==> src/rtl/yari_mem_arb.sv <==
// Two-master memory arbiter: instruction line fills and data-side single-word accesses share one memory port.
// Optional YARI_MEM_ARB_RR_EN selects round-robin arbitration instead of fixed data-first priority.
module yari_mem_arb #(
    parameter int BURST_BITS = 3,
    parameter int ADDR_W     = 30
) (
    input  logic                  clock,
    input  logic                  reset_n,
    input  logic [ADDR_W-1:0]     i_address,
    input  logic                  i_read,
    output logic                  i_waitrequest,
    output logic [31:0]           i_readdata,
    output logic                  i_readdatavalid,
    input  logic [ADDR_W-1:0]     d_address,
    input  logic                  d_read,
    input  logic                  d_write,
    input  logic [31:0]           d_writedata,
    input  logic [3:0]            d_byteenable,
    output logic                  d_waitrequest,
    output logic [31:0]           d_readdata,
    output logic                  d_readdatavalid,
    output logic [ADDR_W-1:0]     mem_address,
    output logic                  mem_read,
    output logic                  mem_write,
    output logic [31:0]           mem_writedata,
    output logic [3:0]            mem_byteenable,
    output logic [BURST_BITS:0]   mem_burstcount,
    input  logic                  mem_waitrequest,
    input  logic [31:0]           mem_readdata,
    input  logic                  mem_readdatavalid,
    output logic [31:0]           perf_mem_conflicts,
    output logic                  err_stray_beat
);

    localparam int                BURST_LEN_INT = 1 << BURST_BITS;
    localparam logic [BURST_BITS:0] BURST_LEN   = BURST_LEN_INT[BURST_BITS:0];
    localparam logic [BURST_BITS:0] ONE_BEAT    = {{BURST_BITS{1'b0}}, 1'b1};

    typedef enum logic [2:0] {IDLE, I_CMD, D_CMD, I_DATA, D_DATA} state_e;

    state_e              state_q, state_d;
    logic [BURST_BITS:0] beat_q, beat_d;
    logic [31:0]         perf_q, perf_d;
    logic                stray_q, stray_d;
`ifdef YARI_MEM_ARB_RR_EN
    logic                prefer_d_q, prefer_d_d;
`endif

    logic d_req;
    logic grant_i;
    logic grant_d;
    logic cmd_phase;
    logic issue_i;
    logic issue_d;

    // Grant selection: combinational in IDLE, locked while a command is stalled.
    always_comb begin
        d_req   = d_read | d_write;
        grant_i = 1'b0;
        grant_d = 1'b0;
        case (state_q)
            IDLE: begin
`ifdef YARI_MEM_ARB_RR_EN
                grant_i = i_read & (~d_req | ~prefer_d_q);
`else
                grant_i = i_read & ~d_req;
`endif
                grant_d = ~grant_i;
            end
            I_CMD:   grant_i = 1'b1;
            D_CMD:   grant_d = 1'b1;
            default: ;
        endcase
        cmd_phase = reset_n & ((state_q == IDLE) | (state_q == I_CMD) | (state_q == D_CMD));
        issue_i   = cmd_phase & grant_i & i_read;
        issue_d   = cmd_phase & grant_d & d_req;
    end

    always_comb begin
        mem_address     = grant_i ? i_address : d_address;
        mem_read        = issue_i | (issue_d & d_read);
        mem_write       = issue_d & d_write;
        mem_writedata   = d_writedata;
        mem_byteenable  = grant_i ? 4'hF : d_byteenable;
        mem_burstcount  = grant_i ? BURST_LEN : ONE_BEAT;
        i_waitrequest   = ~(cmd_phase & grant_i) | mem_waitrequest;
        d_waitrequest   = ~(cmd_phase & grant_d) | mem_waitrequest;
        i_readdata      = mem_readdata;
        d_readdata      = mem_readdata;
        i_readdatavalid = reset_n & (state_q == I_DATA) & mem_readdatavalid;
        d_readdatavalid = reset_n & (state_q == D_DATA) & mem_readdatavalid;
    end

    always_comb begin
        state_d = state_q;
        beat_d  = beat_q;
        stray_d = stray_q;
        perf_d  = perf_q;
`ifdef YARI_MEM_ARB_RR_EN
        prefer_d_d = prefer_d_q;
        if ((issue_i | issue_d) & ~mem_waitrequest) begin
            prefer_d_d = issue_i;
        end
`endif
        if ((state_q == IDLE) & i_read & d_req) begin
            perf_d = perf_q + 32'd1;
        end
        case (state_q)
            IDLE, I_CMD, D_CMD: begin
                stray_d = stray_q | mem_readdatavalid;
                if (issue_i) begin
                    if (!mem_waitrequest) begin
                        state_d = I_DATA;
                        beat_d  = BURST_LEN;
                    end else begin
                        state_d = I_CMD;
                    end
                end else if (issue_d) begin
                    if (!mem_waitrequest) begin
                        if (d_read) begin
                            state_d = D_DATA;
                            beat_d  = ONE_BEAT;
                        end else begin
                            state_d = IDLE;
                        end
                    end else begin
                        state_d = D_CMD;
                    end
                end else begin
                    // A master that withdraws a stalled request simply releases the port.
                    state_d = IDLE;
                end
            end
            I_DATA, D_DATA: begin
                if (mem_readdatavalid) begin
                    beat_d = beat_q - ONE_BEAT;
                    if (beat_q == ONE_BEAT) begin
                        state_d = IDLE;
                    end
                end
            end
            default: state_d = IDLE;
        endcase
    end

    always_ff @(posedge clock or negedge reset_n) begin
        if (!reset_n) begin
            state_q    <= IDLE;
            beat_q     <= '0;
            perf_q     <= '0;
            stray_q    <= 1'b0;
`ifdef YARI_MEM_ARB_RR_EN
            prefer_d_q <= 1'b1;
`endif
        end else begin
            state_q    <= state_d;
            beat_q     <= beat_d;
            perf_q     <= perf_d;
            stray_q    <= stray_d;
`ifdef YARI_MEM_ARB_RR_EN
            prefer_d_q <= prefer_d_d;
`endif
        end
    end

    assign perf_mem_conflicts = perf_q;
    assign err_stray_beat     = stray_q;

endmodule
==> config.mk <==
export PLATFORM = sky130hd
export DESIGN_NAME = yari_mem_arb
export DESIGN_NICKNAME = d
export VERILOG_FILES = /design/src/rtl/yari_mem_arb.sv
export SDC_FILE = /design/constraint.sdc
export NUM_CORES = 1
export LEC_CHECK = 0
export BUFFER_PORTS_ARGS = -buffer_cell sky130_fd_sc_hd__buf_2
export CELL_PAD_IN_SITES_DETAIL_PLACEMENT = 0
export CELL_PAD_IN_SITES_GLOBAL_PLACEMENT = 1
export CORE_AREA = 2 2 120 122
export DETAILED_ROUTE_END_ITERATION = 10
export DIE_AREA = 0 0 122 124
export HOLD_SLACK_MARGIN = 0.08
export PLACE_DENSITY = 0.89
export SETUP_SLACK_MARGIN = 0.1
export SYNTH_ARGS = -nofsm -noshare
export SYNTH_HDL_FRONTEND = slang
export SYNTH_SLANG_ARGS = --single-unit
==> constraint.sdc <==
create_clock -name clock -period 1.8 [get_ports clock]
set_input_delay 0.09 -clock clock [delete_from_list [all_inputs] [get_ports clock]]
set_output_delay 0.09 -clock clock [all_outputs]
set_load 0.05 [all_outputs]
==> results.md <==
- Gate Count Post-Synth: 339
- Synth area leaders: dfrtp_1 31%, buf_4 23%, mux2_2 11%
- Die Ht: 124 um
- Worst slew pin tran: 0.953 ns
- Post-DP HPWL: 7450 um
- Syn avg cell area: 9.49 um^2
- Final Hold Fails: 0
- Worst Hold Class: input port to register
- Hold Path Depth: 2
- Slowest cell delay on critical path: 0.46 ns
- # rows: 43
- DP Cell Count: 573
- Unrepaired setup endpoints after global routing: true
- I/O pins: 308
- Critical path depth: 5
- Share of cells above drive strength 1: 67.5%
- Area growth syn-to-layout: 47.4%
- Worst-Skew Late Latency: 0.28 ns
- Vias in the first global route: 2,774
- Core Area: 13,700 um^2
- Finished Core Util: 34.6%
- R2r worst-path depth: 5
- Worst path arrival time: 1.93 ns
- Die Wd: 122 um
- Layout Nets: 571
- CTS Buffer Depth: 2
- Synth top area share: 31.1%
- Total gr overflow: 0
- Final worst slack: 0.0112 ns
- Inserted Diodes: 0
- Root buffer cell: clkbuf_16
- WHS Endpoint: err_stray_beat$_DFFE_PN0P_
- Synth Register Bits: 40
- CP max-delay cell: dfrtp_2
- Clock transition at the registers of the reported paths: 0.07 ns
- Placer Congestion: 0.818
- CTS tree: yes
- Antenna violations before repair: 0
- Post-synthesis sequential area ratio: 31.1%
- Drt total wl: 10,700 um
- Period Utilization, post-route: 99.4%
- Synth unique cells: 43
- Post-Syn Area: 3220 um^2
- Clock Sinks: 40
- CP Capture Type: register
- Most numerous cell in the Yosys netlist: buf_4
- Antenna-violating nets left: 0
- Worst slack at placement: -0.176 ns
- Prevailing post-synth register cell: dfrtp_1
- Initial core utilization: 23.4%
- Synthesis Warnings: 0
- First-pass DRT Iterations: 5
- First-pass GRT wire length: 14,800 um
- CTS buffer count: 5
- Ys async rst share: 100%
- Full die area: 15,100 um^2
- Critical Path RT: 1.94 ns
- EDFF count, synth: 0
- WP buf/inv: 1
- Fin crit period: 1.79 ns
- Reg-to-reg endpoint: beat_q[1]$_DFFE_PN0P_
- Fin cells: 614
- # port buffers: 145
- Slew headroom: 36.3%
- Crit-path max FO: 5
- Filler cells: 1,410
- DR iter-0 viols: 90
- Flop2flop setup slack: 0.01 ns
- Largest net degree at the start of global routing: 21
- Skew final: 0.00939 ns
- Startpoint Class: register
- Peak supply drop: 0.563 mV
- CP Class: register to register
- Via/cell ratio: 4.49
- Maxcap violations: 0
- Pleak: 2.39 nW
- Most frequent cells after synthesis: 99 x buf_4, 40 x dfrtp_1, 32 x mux2_2
- Worst r2r src: state_q[2]$_DFFE_PN0P_
- Slew Limit Fails: 0
- Vias: 2,755
- Routed len/inst: 17.4 um
- Synth area leader: dfrtp_1
- DRC errors left: 0
- GRT Overall Usage: 12.8%
- Cell Pwr Density: 973 nW/um^2
- CP top delay family: simple AND/OR/NAND/NOR gates
- Worst hold start: mem_readdatavalid
- Crit-path cells: buf_6 > or3b_4 > and2_4 > a221oi_4 > o32ai_1
- Outcome: finished clean
- Fmax: 559 MHz
- Setup violators final: 0
- Number of H-tree levels: 2
## through the flow
step / area (um^2) / TNS (ns) / power (mW) / hold WS (ns)
floorplan: 3250 / 0 / 3.04 / -0.206
global placement: 3530 / -4.57 / 2.89 / -0.0946
detailed placement: 3530 / -4.96 / 2.91 / -0.0925
CTS: 4340 / 0 / 4.40 / 0.107
global route: 4740 / -0.818 / 4.83 / 0.130
finish: 4740 / 0 / 4.61 / 0.128
## per-layer routing
metal	global-route usage (%)	part of all wire, %	vias up
li1	-	-	1240
met1	13.1	35	1305
met2	24.8	54	178
met3	4.26	8.8	32
met4	3.66	2.6	0
met5	0	0	-
## registers in the layout, indices dropped and copies added, names as in the netlist
signal / count
err_stray_beat: 1
state_q: 3
perf_mem_conflicts: 32
beat_q: 4
## what timing repair did
action                                  in CTS  in global routing
endpoints found under the hold margin       21                  0
pin swaps                                   24                 23
buffers inserted                            18                  8
hold buffers                                 3                  0
resized for setup                           99                 74
endpoints found under the setup margin      56                 72
cloned                                       3                  1
## layout make-up
cell class	count	area (um^2)	area share, %
clock buffer	5	125	2.64
clock inverter	3	47.5	1.00
inverter	12	45.0	0.950
multi-input combinational	184	1780	37.6
sequential	40	1020	21.6
tap	180	225	4.75
timing repair buffer	190	1490	31.4
## layout by cell type, fill, tap and decap left out, types with 4 or more instances in the layout
cell type,synthesis,layout
buf_2,5,105
buf_6,0,40
mux2_2,32,29
buf_4,99,23
dfrtp_1,40,21
xor2_1,20,20
dfrtp_2,0,19
inv_1,12,12
nand2_1,13,12
nor3_4,0,11
xnor2_1,11,10
buf_8,0,10
nand3_1,11,9
nand4_1,8,8
clkbuf_16,0,6
buf_12,0,6
nor2_1,9,5
and4_1,5,5
nor3_2,0,5
nand2b_1,4,4
o21ai_0,4,4
a21o_1,4,4
## cells by family (layout without fill, tap and decap cells)
| family | count (synthesis) | after routing | share of synthesized area (%) |
|---|---|---|---|
| adder cells (fa/ha/maj) | 3 | 3 | 1.17 |
| other | 1 | 2 | 0.117 |
| AO/OA/AOI/OAI | 21 | 23 | 5.18 |
| AND/OR/NAND/NOR | 93 | 93 | 17.2 |
| XOR/XNOR | 31 | 31 | 8.44 |
| multiplexers | 32 | 32 | 11.2 |
| buffers and inverters | 118 | 210 | 25.5 |
| flip-flops | 40 | 40 | 31.1 |
## worst max path at each step
stage | startpoint | to | slack, ns
detailed placement | state_q[0]$_DFFE_PN0P_ | mem_address[2] | -0.18
floorplan | perf_mem_conflicts[16]$_DFFE_PN0P_ | perf_mem_conflicts[21]$_DFFE_PN0P_ | 0.10
CTS | state_q[0]$_DFFE_PN0P_ | mem_address[27] | 0.006
finish | state_q[2]$_DFFE_PN0P_ | beat_q[1]$_DFFE_PN0P_ | 0.01
global route | state_q[2]$_DFFE_PN0P_ | mem_address[13] | -0.05
global placement | state_q[0]$_DFFE_PN0P_ | mem_address[0] | -0.16
## where the power goes
part           switching (mW)  internal, mW
Sequential              0.137          1.03
Combinational            1.37          1.03
Clock                   0.385         0.659
No activity file was read; power rests on OpenSTA's default activity.
